==> src/rtl/and4_stim_sequencer_if.sv <==
// Signal bundle between the AND-tree stimulus sequencer and the tree/test harness.
// The master side drives the pattern and sweep status; the slave side supplies start and the tree output.
interface and4_stim_sequencer_if #(
   parameter int WIDTH = 4
);
   logic             start;
   logic             dut_out;
   logic [WIDTH-1:0] stim;
   logic             busy;
   logic             done;
   logic             pass;
   logic [WIDTH:0]   err_count;
   logic [WIDTH-1:0] first_fail;
   logic             first_fail_valid;

   modport master (
      input  start,
      input  dut_out,
      output stim,
      output busy,
      output done,
      output pass,
      output err_count,
      output first_fail,
      output first_fail_valid
   );

   modport slave (
      output start,
      output dut_out,
      input  stim,
      input  busy,
      input  done,
      input  pass,
      input  err_count,
      input  first_fail,
      input  first_fail_valid
   );
endinterface

==> src/rtl/and4_stim_sequencer.sv <==
// Exhaustive stimulus sweep for an AND-reduction tree: drives every pattern, samples the tree after
// HOLD cycles, and reports error count, first failing pattern and pass/done status.
//
//   state   | meaning
//   --------+-----------------------------------------------------------
//   S_IDLE  | after reset, waiting for start; all outputs at reset value
//   S_DRIVE | pattern r_idx on stim, hold counter running, sample at HOLD-1
//   S_DONE  | sweep complete, results held, start re-arms a new sweep
module and4_stim_sequencer #(
   parameter int WIDTH = 4,
   parameter int HOLD  = 1
) (
   input  logic                   clk,
   input  logic                   reset,
   and4_stim_sequencer_if.master  bus
);

   typedef enum logic [1:0] {
      S_IDLE  = 2'd0,
      S_DRIVE = 2'd1,
      S_DONE  = 2'd2
   } state_t;

   localparam logic [WIDTH-1:0] IDX_LAST  = '1;
   localparam logic [WIDTH-1:0] IDX_ONE   = {{(WIDTH-1){1'b0}}, 1'b1};
   localparam logic [WIDTH:0]   ERR_ONE   = {{WIDTH{1'b0}}, 1'b1};
   localparam logic [7:0]       HOLD_LAST = 8'(HOLD - 1);

   state_t           r_state;
   state_t           w_state_nxt;
   logic [WIDTH-1:0] r_idx;
   logic [7:0]       r_hold_cnt;
   logic [WIDTH:0]   r_err_count;
   logic [WIDTH-1:0] r_first_fail;
   logic             r_first_fail_valid;

   logic             w_launch;
   logic             w_sample;
   logic             w_last;
   logic             w_expected;
   logic             w_mismatch;

   // start is only honoured outside a sweep; in S_DRIVE it is ignored entirely
   assign w_launch   = bus.start && ((r_state == S_IDLE) || (r_state == S_DONE));
   assign w_sample   = (r_state == S_DRIVE) && (r_hold_cnt == HOLD_LAST);
   assign w_last     = (r_idx == IDX_LAST);
   assign w_expected = &r_idx;
   assign w_mismatch = w_sample && (bus.dut_out != w_expected);

   always_ff @(posedge clk) begin
      if (reset) begin
         r_state <= S_IDLE;
      end else begin
         r_state <= w_state_nxt;
      end
   end

   always_comb begin
      w_state_nxt = r_state;
      unique case (r_state)
         S_IDLE: begin
            if (bus.start) begin
               w_state_nxt = S_DRIVE;
            end
         end
         S_DRIVE: begin
            if (w_sample && w_last) begin
               w_state_nxt = S_DONE;
            end
         end
         S_DONE: begin
            if (bus.start) begin
               w_state_nxt = S_DRIVE;
            end
         end
         default: begin
            w_state_nxt = S_IDLE;
         end
      endcase
   end

   always_ff @(posedge clk) begin
      if (reset) begin
         r_idx              <= '0;
         r_hold_cnt         <= '0;
         r_err_count        <= '0;
         r_first_fail       <= '0;
         r_first_fail_valid <= 1'b0;
      end else if (w_launch) begin
         r_idx              <= '0;
         r_hold_cnt         <= '0;
         r_err_count        <= '0;
         r_first_fail       <= '0;
         r_first_fail_valid <= 1'b0;
      end else if (r_state == S_DRIVE) begin
         if (w_sample) begin
            r_hold_cnt <= '0;
            if (!w_last) begin
               r_idx <= r_idx + IDX_ONE;
            end
            if (w_mismatch) begin
               r_err_count <= r_err_count + ERR_ONE;
               if (!r_first_fail_valid) begin
                  r_first_fail       <= r_idx;
                  r_first_fail_valid <= 1'b1;
               end
            end
         end else begin
            r_hold_cnt <= r_hold_cnt + 8'd1;
         end
      end
   end

   // stim follows r_idx directly, so S_DONE keeps showing the final all-ones pattern
   always_comb begin
      bus.stim             = r_idx;
      bus.busy             = (r_state == S_DRIVE);
      bus.done             = (r_state == S_DONE);
      bus.pass             = (r_state == S_DONE) && (r_err_count == '0);
      bus.err_count        = r_err_count;
      bus.first_fail       = r_first_fail;
      bus.first_fail_valid = r_first_fail_valid;
   end

endmodule
==> src/flat_wrapper.sv <==
// flat-port wrapper written by rule: the top's interface ports become plain ports
module and4_stim_sequencer_flat 
#(
   parameter int WIDTH = 4,
   parameter int HOLD  = 1
)
  (clk, reset, bus_start, bus_dut_out, bus_stim, bus_busy, bus_done, bus_pass, bus_err_count, bus_first_fail, bus_first_fail_valid);
  and4_stim_sequencer_if #(.WIDTH(WIDTH)) bus_i ();
  input  logic clk;
  input  logic reset;
  input wire logic [$bits(bus_i.start)-1:0] bus_start;
  input wire logic [$bits(bus_i.dut_out)-1:0] bus_dut_out;
  output wire logic [$bits(bus_i.stim)-1:0] bus_stim;
  output wire logic [$bits(bus_i.busy)-1:0] bus_busy;
  output wire logic [$bits(bus_i.done)-1:0] bus_done;
  output wire logic [$bits(bus_i.pass)-1:0] bus_pass;
  output wire logic [$bits(bus_i.err_count)-1:0] bus_err_count;
  output wire logic [$bits(bus_i.first_fail)-1:0] bus_first_fail;
  output wire logic [$bits(bus_i.first_fail_valid)-1:0] bus_first_fail_valid;
  assign bus_i.start = bus_start;
  assign bus_i.dut_out = bus_dut_out;
  assign bus_stim = bus_i.stim;
  assign bus_busy = bus_i.busy;
  assign bus_done = bus_i.done;
  assign bus_pass = bus_i.pass;
  assign bus_err_count = bus_i.err_count;
  assign bus_first_fail = bus_i.first_fail;
  assign bus_first_fail_valid = bus_i.first_fail_valid;
  and4_stim_sequencer #(.WIDTH(WIDTH), .HOLD(HOLD)) u_core (.clk(clk), .reset(reset), .bus(bus_i));
endmodule
==> config.mk <==
export PLATFORM = sky130hd
export DESIGN_NAME = and4_stim_sequencer_flat
export DESIGN_NICKNAME = d
export VERILOG_FILES = /design/src/rtl/and4_stim_sequencer_if.sv /design/src/rtl/and4_stim_sequencer.sv /design/src/flat_wrapper.sv
export SDC_FILE = /design/constraint.sdc
export NUM_CORES = 1
export LEC_CHECK = 0
export ABC_AREA = 0
export ABC_CLOCK_PERIOD_IN_PS = 1760
export CAP_MARGIN = 20
export CORE_ASPECT_RATIO = 2
export CORE_UTILIZATION = 25
export DETAILED_ROUTE_END_ITERATION = 8
export PLACE_DENSITY = 0.56
export SLEW_MARGIN = 20
export SYNTH_ARGS = -nofsm -noshare
export SYNTH_HDL_FRONTEND = slang
export SYNTH_SLANG_ARGS = --single-unit
==> constraint.sdc <==
create_clock -name clk -period 1.76 [get_ports clk]
set_input_delay 0.264 -clock clk [delete_from_list [all_inputs] [get_ports clk]]
set_output_delay 0.264 -clock clk [all_outputs]
set_load 0.02 [all_outputs]
# After elaboration in Yosys (flattened, before gate mapping)
# Cells that the tools add are included.
[totals]
output_inout_bits = 17
register_bits = 24
inputBits = 4
[op_classes]
eq_ne = 6
n_bitwise = 2
mux = 4
n_reduce_logical = 16
add_sub_neg = 3
[ops]
columns = ["operator", "n"]
rows = [
  ["adder 8 x 1 -> 8 bit, second input constant", 1],
  ["logical NOT 8 bit", 1],
  ["2-to-1 mux 8 bit", 1],
  ["AND reduction 4 bit", 2],
  ["AND reduction 3 bit", 2],
  ["adder 5 x 1 -> 5 bit, second input constant", 1],
  ["logical AND 1 bit", 5],
  ["logical NOT 5 bit", 1],
  ["adder 4 x 1 -> 4 bit, second input constant", 1],
  ["== test 4 bit, second input constant", 1],
  ["2-to-1 mux 2 bit", 2],
  ["inequality test 2 x 1 -> 1 bit, second input constant", 2],
  ["case mux 2 bit (2 select lines)", 1],
  ["OR reduction 2 bit", 2],
  ["== test 2 x 1 -> 1 bit, second input constant", 1],
  ["== test 2 bit, second input constant", 1],
  ["logical NOT 2 bit", 1],
  ["inverter 1 bit", 2],
  ["AND reduction 2 bit", 1],
  ["logical OR 1 bit", 1],
  ["inequality test 1 bit", 1],
]

# Depth between registers and ports, before layout
# Gate-level depths: netlist of run 1.
[logic_depth]
word_depth = 5
ltp_mapped = 7
mapped_depth_nobuf = 6

# Worst setup path after synthesis of run 1
# No wires, ideal clock.
[synth_path]
path_kind = "flip-flop to flip-flop"
startpoint = "register u_core.r_idx[0], in the netlist u_core.bus.stim[0]"
endpoint = "register u_core.r_err_count[3], in the netlist u_core.bus.err_count[3]"
required_ns = 1.690
path_stages_with_launch = 7
synth_period_minus_slack_ns = 1.867
n_path_buf = 1
t_arrival_ns = 1.796
setup_slack_ns = -0.107
path_cell_list = "dfxtp_1 -> ha_1 -> nand3_1 -> xor2_1 -> buf_2 -> or4_1 -> a21oi_1"
[synth_via]
elab_chain_len = 4
[synth_lines]
columns = ["item", "line_no", "rtl"]
rows = [
  ["start, declared", "and4_stim_sequencer.sv:31", "logic [WIDTH-1:0] r_idx;"],
  ["start signal, assigned", "and4_stim_sequencer.sv:99", "r_idx <= r_idx + IDX_ONE;"],
  ["AND reduction 4 bit", "and4_stim_sequencer.sv:47", "assign w_expected = &r_idx;"],
  ["inequality test 1 bit", "and4_stim_sequencer.sv:48", "assign w_mismatch = w_sample && (bus.dut_out != w_expected);"],
  ["logical AND 1 bit", "and4_stim_sequencer.sv:48", ""],
  ["AND reduction 3 bit (no source line)", "--", ""],
  ["end signal, assigned", "and4_stim_sequencer.sv:102", "r_err_count <= r_err_count + ERR_ONE;"],
  ["end, declared", "and4_stim_sequencer.sv:33", "logic [WIDTH:0] r_err_count;"],
]
# Every way passes these cells.
# A chain may end at the register's enable or synchronous reset.

# Worst setup path after layout of run 1
[layout_path]
startpoint = "register u_core.r_hold_cnt[5]"
endpoint = "register u_core.r_err_count[0], in the netlist u_core.bus.err_count[0]"
[layout_via]
elab_chain_len = 4
[layout_lines]
columns = ["item", "line_no", "rtl"]
rows = [
  ["start, declared", "and4_stim_sequencer.sv:32", "logic [7:0] r_hold_cnt;"],
  ["start signal, assigned", "and4_stim_sequencer.sv:109", "r_hold_cnt <= r_hold_cnt + 8'd1;"],
  ["logical NOT 8 bit *", "and4_stim_sequencer.sv:45", "assign w_sample = (r_state == S_DRIVE) && (r_hold_cnt == HOLD_LAST);"],
  ["logical AND 1 bit *", "and4_stim_sequencer.sv:45", ""],
  ["logical AND 1 bit", "and4_stim_sequencer.sv:48", ""],
  ["AND reduction 3 bit (no source line) *", "--", ""],
]
# Mark *: on every way between the ends. The rest lies on a longest branch, timed or not.

==> run summary, run 1 <==
Clock root buffer -> sky130_fd_sc_hd__clkbuf_8
Switching pwr -> 0.000283 W
Number of logic stages on the critical path including buffering -> 5
Async SR Flop Fraction -> 0%
Routability cong. -> 0.720
Finished Cell Area -> 1630 um2
Clock slew at reported path FFs -> 0.08 ns
Cells along the critical path -> nor3_1, nand3_4, buf_6, or3_4, a21oi_2
Clock Power Share -> 32.5%
Synth cell types -> 29
Clk buf depth -> 2
Antenna Cells -> 0
Total Wirelength -> 2.81 mm
Slowest library cell on the worst path -> sky130_fd_sc_hd__nor3_1
Count of nets after finishing -> 176
Top FF cell, synth -> sky130_fd_sc_hd__dfxtp_1
Number of detailed-route iterations in the first pass -> 4
Type of element capturing the critical path -> flip-flop
Total area of multi-input combinational cells -> 667 um2
Fraction of power spent switching nets -> 25.2%
Width of the chip -> 49.8 um
Achievable clock frequency -> 0.576 GHz
Int Pwr -> 0.000839 W
Die Height -> 97.5 um
Placement Rows -> 34
Most used cells in the layout excluding fill and tap cells -> 20 x sky130_fd_sc_hd__dfxtp_1, 17 x sky130_fd_sc_hd__clkdlybuf4s50_1, 14 x sky130_fd_sc_hd__nand2_1, 14 x sky130_fd_sc_hd__buf_4, 11 x sky130_fd_sc_hd__nor2_1
Power density over the cells -> 690 nW/um2
Kind of cell adding the most delay to the critical path -> simple AND/OR/NAND/NOR gates
Leakage power -> 0.608 nW
Antenna violations before repair -> 0
Area after DPL -> 1500 um2
Ratio of final minimum period to clock period -> 98.7%
Number of hold-slack violations in the final timing report -> 0
Measured slew at the worst slew-check pin -> 0.515 ns
Required time of the critical path -> 1.96 ns
Count of cells along the worst hold path -> 2
Crit start category -> flip-flop
HPWL after DPL -> 2.24 mm
Setup violation total in the final timing report -> 0
Minimum clock period -> 1.74 ns
Final core occ -> 37.1%
Initial core utilization -> 26.0%
Share of layout cells above drive strength 1 -> 22.3%
Synth Net Count -> 140
Number of violations of the max-capacitance limit -> 0
Cell count of the worst reg-to-reg path -> 5
Via-per-instance ratio -> 4.68
Largest net degree at the start of global routing -> 14
Via total after detailed routing -> 1030
Via count of the first global-routing pass -> 1033
# H-tree levels -> 1
Sinks on Clock Net -> 24
Run status -> completed
Proportion of power drawn by combinational gates -> 17.4%
Number of nets with antenna violations after routing -> 0
Iteration-0 DRC count of the detailed router -> 18
Overall routing resource usage -> 12.8%
Count of flip-flops with a built-in enable after synthesis -> 0
Synthesis-to-finish area growth -> 42.4%
Final-layout setup total negative slack -> 0 ns
Port Buf Inserts -> 20
Sum of overflow across all layers after global routing -> 0
RSZ-0062 raised after global routing -> true
Netlist area before placement -> 1140 um2
Share of power burned in registers -> 50.1%
Maximum vdd ir drop -> 0.379 mV
Fraction of post-synthesis cell area in the top cell type by area -> 42.1%
CTS Buf Count -> 3
Clock skew after layout -> 0.00500 ns
Library cell with the largest summed area after synthesis -> sky130_fd_sc_hd__dfxtp_1
Die area -> 4850 um2
Arrival time worst endpoint -> 1.94 ns
Storage cell area -> 485 um2
Largest fanout on the critical path -> 8
Leading cell type in the layout, fill and taps excluded -> sky130_fd_sc_hd__dfxtp_1
Post-synthesis area per instance -> 8.71 um2
DRC violation count after routing -> 0
Critical Path Max Stage Delay -> 0.46 ns
Number of warnings printed during yosys synthesis -> 0
Type of the worst min-delay path -> flip-flop to flip-flop
Critical path buffers and inverters -> 1
Placeable Area -> 4380 um2
Largest cells by area after synthesis -> sky130_fd_sc_hd__dfxtp_1 42%, sky130_fd_sc_hd__xor2_1 6.1%, sky130_fd_sc_hd__ha_1 5.5%
Clock Latency Late Sink -> 0.26 ns
CTS Hold Bufs -> 0
Filler cells -> 452
Cell count after synthesis -> 131
Worst rel slew slack -> 65.4%
Global-route wire length before repair -> 4.75 mm
FF+latch count, synth -> 24
Boundary Pins -> 21
Crit Path Category -> flip-flop to flip-flop
CTS tree -> built
Routed len/inst -> 12.8 um
Sequential cell area fraction in the yosys report -> 42.1%
Final Slew Violations -> 0
## final timing paths
kind	startpoint	end	slack [ns]
max	u_core.r_hold_cnt[5]	u_core.bus.err_count[0]	0.02
min	u_core.bus.first_fail[2]	u_core.bus.first_fail[2]	0.46
max reg2reg	u_core.r_hold_cnt[5]	u_core.bus.err_count[0]	0.02
min reg2reg	u_core.bus.first_fail[2]	u_core.bus.first_fail[2]	0.46
## sequential cells by signal, summed over array words and instances, names as in the netlist
name,flops
u_core.bus.first_fail_valid,1
u_core.bus.err_count,5
u_core.bus.stim,4
u_core.bus.first_fail,4
u_core.r_hold_cnt,8
u_core.r_state,2
## cells in the mapped netlist (all sizes together), types with 2 or more instances
cell type and number:
dfxtp 24, nand2 14, nor2 12, a21oi 9
nand3 9, xor2 8, inv 7, o31ai 6
ha 5, nand4 5, clkbuf 4, mux2i 4
nor3 3, o21ai 3, or4 3, and3 2
nor2b 2, or3 2
## layer usage
metal	vias to the layer above	routed length (um)	part of all wire [%]	GRT usage, %
li1	528	-	-	-
met1	482	1030	37	12.0
met2	18	1680	60	25.8
met3	2	61	2.2	1.41
met4	0	38	1.4	5.71
met5	-	0	0	0
## through the flow
stage	hold WS (ns)	instances	total power, W	worst slack, ns
after detailed placement	0.457	215	0.000751	-0.190
after floorplan	0.336	131	0.000672	0.00645
after global placement	0.442	215	0.000746	-0.112
after global routing	0.498	220	0.00118	-0.103
after CTS	0.469	220	0.00112	-0.0183
final	0.464	220	0.00112	0.0227
## tightest hold or removal path, stage by stage (launching register included)
cell	delay, ns
sky130_fd_sc_hd__dfxtp_1	0.32
sky130_fd_sc_hd__nand2_1	0.05
sky130_fd_sc_hd__mux2i_1	0.05
## cells by family (layout without fill, tap and decap cells)
family	count (synthesis)	after routing	synth area share [%]
AND/OR/NAND/NOR	58	58	28.1
flip-flops	24	24	42.1
AO/OA/AOI/OAI	20	20	10.6
buffers and inverters	12	47	4.06
XOR/XNOR	8	8	6.14
adder cells (fa/ha/maj)	5	5	5.48
multiplexers	4	4	3.51
## layout make-up
class,instances,area share (%)
clock buffer,4,3.39
inverter,7,1.62
multi-input combinational,95,41.0
sequential,24,29.9
tap,54,4.16
timing repair buffer,36,19.9
## power groups by stage
stage	registers, W	logic, W	clock network [W]
final	0.000562	0.000195	0.000364
after global routing	0.000564	0.000214	0.000397
after CTS	0.000562	0.000186	0.000376
after detailed placement	0.000574	0.000176	0
after global placement	0.000574	0.000172	0
after floorplan	0.000585	0.0000877	0
## repair_timing
action / in CTS / in global routing
setup endpoints to repair: 12 / 17
pin swaps: 2 / 6
buffers inserted: 1 / 0
resized for setup: 7 / 12
(Power assumes the default switching activity.)
==> run 2, diff against run 1 <==
==> constraint.sdc (replaced) <==
create_clock -name clk -period 1.76 [get_ports clk]
set_input_delay 0.264 -clock clk [delete_from_list [all_inputs] [get_ports clk]]
set_output_delay 0.264 -clock clk [all_outputs]
set_load 0.01 [all_outputs]
==> run summary, run 2 (same netlist as run 1, synthesis figures left out) <==
Global-route wire length before repair -> 4.45 mm (was 4.75 mm)
Share of layout cells above drive strength 1 -> 19.3% (was 22.3%)
Worst rel slew slack -> 70.7% (was 65.4%)
Setup slack on the worst flop-to-flop path -> 0.04 ns (was 0.02 ns)
Clock skew after layout -> 0.000693 ns (was 0.00500 ns)
Synthesis-to-finish area growth -> 40.2% (was 42.4%)
Switching pwr -> 0.000281 W (was 0.000283 W)
Die Height -> 97.5 um (unchanged)
Clock Power Share -> 33.5% (was 32.5%)
Number of flip-flops under the largest register name -> 8 (unchanged)
Maximum vdd ir drop -> 0.304 mV (was 0.379 mV)
Placeable Area -> 4380 um2 (unchanged)
Cell count of the worst reg-to-reg path -> 7 (was 5)
Leading cell type in the layout, fill and taps excluded -> sky130_fd_sc_hd__dfxtp_1 (unchanged)
Crit start category -> flip-flop (unchanged)
Fraction of power spent switching nets -> 25.2% (about the same)
Routed len/inst -> 12.8 um (about the same)
Finished Cell Area -> 1600 um2 (was 1630 um2)
Number of violations of the max-capacitance limit -> 0 (unchanged)
CTS tree -> built (unchanged)
Type of the worst min-delay path -> flip-flop to flip-flop (unchanged)
Capturing point of the worst reg2reg path -> u_core.bus.err_count[0] (unchanged)
Proportion of power drawn by combinational gates -> 15.9% (was 17.4%)
Required time of the critical path -> 1.50 ns (was 1.96 ns)
Sinks on Clock Net -> 24 (unchanged)
Int Pwr -> 0.000833 W (was 0.000839 W)
Clock Latency Late Sink -> 0.26 ns (about the same)
Kind of cell adding the most delay to the critical path -> buffers and inverters (was simple AND/OR/NAND/NOR gates)
Largest fanout on the critical path -> 4 (was 8)
Most used cells in the layout excluding fill and tap cells -> 23 x sky130_fd_sc_hd__dfxtp_1, 19 x sky130_fd_sc_hd__clkdlybuf4s50_1, 16 x sky130_fd_sc_hd__buf_4 (was 20 x sky130_fd_sc_hd__dfxtp_1, 17 x sky130_fd_sc_hd__clkdlybuf4s50_1, 14 x sky130_fd_sc_hd__nand2_1, 14 x sky130_fd_sc_hd__buf_4, 11 x sky130_fd_sc_hd__nor2_1)
Crit Path Category -> flip-flop to output port (was flip-flop to flip-flop)
Number of logic stages on the critical path including buffering -> 3 (was 5)
Slowest library cell on the worst path -> sky130_fd_sc_hd__clkdlybuf4s50_1 (was sky130_fd_sc_hd__nor3_1)
Run status -> completed (unchanged)
Largest net degree at the start of global routing -> 14 (unchanged)
Total Wirelength -> 2.82 mm (was 2.81 mm)
Via count of the first global-routing pass -> 1030 (was 1033)
Critical path buffers and inverters -> 2 (was 1)
Final-layout setup total negative slack -> 0 ns (unchanged)
# H-tree levels -> 1 (unchanged)
Share of power burned in registers -> 50.6% (was 50.1%)
Sum of overflow across all layers after global routing -> 0 (unchanged)
Antenna violations before repair -> 0 (unchanged)
Type of element capturing the critical path -> output port (was flip-flop)
Die area -> 4850 um2 (unchanged)
Critical Path Max Stage Delay -> 0.52 ns (was 0.46 ns)
Final Slew Violations -> 0 (unchanged)
RSZ-0062 raised after global routing -> true (unchanged)
Count of cells along the worst hold path -> 2 (unchanged)
Achievable clock frequency -> 0.573 GHz (was 0.576 GHz)
Via-per-instance ratio -> 4.89 (was 4.68)
Count of nets after finishing -> 176 (unchanged)
Final core occ -> 36.5% (was 37.1%)
Placement Rows -> 34 (unchanged)
Overall routing resource usage -> 12.0% (was 12.8%)
Measured slew at the worst slew-check pin -> 0.439 ns (was 0.515 ns)
Clock slew at reported path FFs -> 0.08 ns (about the same)
Number of nets with antenna violations after routing -> 0 (unchanged)
Clock root buffer -> sky130_fd_sc_hd__clkbuf_8 (unchanged)
Via total after detailed routing -> 1076 (was 1030)
Cells along the critical path -> nor2b_1, buf_4, clkdlybuf4s50_1 (was nor3_1, nand3_4, buf_6, or3_4, a21oi_2)
Iteration-0 DRC count of the detailed router -> 5 (was 18)
Clk buf depth -> 2 (unchanged)
Power density over the cells -> 696 nW/um2 (was 690 nW/um2)
Arrival time worst endpoint -> 1.48 ns (was 1.94 ns)
Antenna Cells -> 0 (unchanged)
HPWL after DPL -> 2.16 mm (was 2.24 mm)
Initial core utilization -> 26.0% (unchanged)
Critical R2R Launch -> u_core.r_hold_cnt[0] (was u_core.r_hold_cnt[5])
Area after DPL -> 1500 um2 (about the same)
Number of detailed-route iterations in the first pass -> 4 (unchanged)
Routability cong. -> 0.783 (was 0.720)
Minimum clock period -> 1.75 ns (was 1.74 ns)
CTS Hold Bufs -> 0 (unchanged)
Ratio of final minimum period to clock period -> 99.2% (was 98.7%)
Width of the chip -> 49.8 um (unchanged)
Launch point of the critical path -> u_core.r_state[0] (was u_core.r_hold_cnt[5])
Number of hold-slack violations in the final timing report -> 0 (unchanged)
Leakage power -> 0.592 nW (was 0.608 nW)
Port Buf Inserts -> 20 (unchanged)
Register name with the most flops -> u_core.r_hold_cnt (unchanged)
CTS Buf Count -> 3 (unchanged)
DRC violation count after routing -> 0 (unchanged)
Boundary Pins -> 21 (unchanged)
Setup violation total in the final timing report -> 0 (unchanged)
Timing endpoint of the critical path -> bus_done (was u_core.bus.err_count[0])
-- run 2: changes by cell type in the layout (fill, tap and decap cells not counted), moves of 2 or more --
cell / previous run / this run
sky130_fd_sc_hd__dlygate4sd2_1: 3 / 1
sky130_fd_sc_hd__clkdlybuf4s50_1: 17 / 19
sky130_fd_sc_hd__buf_4: 14 / 16
sky130_fd_sc_hd__dfxtp_1: 20 / 23
sky130_fd_sc_hd__dfxtp_2: 4 / 1
sky130_fd_sc_hd__buf_6: 2 / 0
-- run 2: per-stage QoR --
stage | instances | total power, W | hold WS, ns | worst slack [ns]
5_1_grt | 220 | 0.00116 | 0.486 | -0.0600
3_3_place_gp | 214 | 0.000733 | 0.443 | 0.0528
4_1_cts | 218 | 0.00111 | 0.477 | 0.00177
3_5_place_dp | 214 | 0.000737 | 0.465 | -0.00660
2_1_floorplan | 131 | 0.000666 | 0.336 | 0.00105
6_report | 220 | 0.00111 | 0.469 | 0.0139
-- run 2: timing repair --
| item | CTS | global route |
|---|---|---|
| endpoints found under the hold margin | 0 | 0 |
| cloned | 0 | 0 |
| resized for setup | 3 | 7 |
| pin swaps | 0 | 2 |
| buffers inserted | 0 | 2 |
| setup endpoints to repair | 10 | 12 |
-- run 2: cell type report --
cell class | instances | area (um2)
Clock buffer | 4 | 55.1
Fill cell | 468 | 2780
Inverter | 7 | 26.3
Multi-Input combinational cell | 95 | 651
Sequential cell | 24 | 482
Tap cell | 54 | 67.6
Timing Repair Buffer | 36 | 319
-- run 2: worst min path at each step --
stage,slack (ns),startpoint,end
finish,0.47,u_core.bus.first_fail[3],u_core.bus.first_fail[3]
global route,0.49,u_core.bus.first_fail[2],u_core.bus.first_fail[2]
CTS,0.48,u_core.bus.first_fail[0],u_core.bus.first_fail[0]
detailed placement,0.47,u_core.bus.first_fail[3],u_core.bus.first_fail[3]
global placement,0.44,u_core.bus.first_fail[2],u_core.bus.first_fail[2]
floorplan,0.34,reset,u_core.r_state[1]
-- run 2: routing by layer --
layer / GRT usage (%) / share of wire (%) / wire, um
met5: 0 / 0 / 0
met4: 7.91 / 3.4 / 95
met3: 1.56 / 2.7 / 77
met2: 23.5 / 59 / 1680
met1: 10.5 / 34 / 973
-- run 2: worst min-delay path: cells and delay by family, from the launching register on --
family,cells,cell delay (ns)
DFF,1,0.32
and+or+nand+nor,1,0.05
muxes,1,0.05
-- run 2: power by group through the flow --
stage          Clock (W)  Combinational, W  Sequential, W
3_5_place_dp           0          0.000162       0.000576
5_1_grt         0.000400          0.000198       0.000564
3_3_place_gp           0          0.000158       0.000575
4_1_cts         0.000386          0.000167       0.000563
2_1_floorplan          0         0.0000856       0.000580
6_report        0.000373          0.000178       0.000563
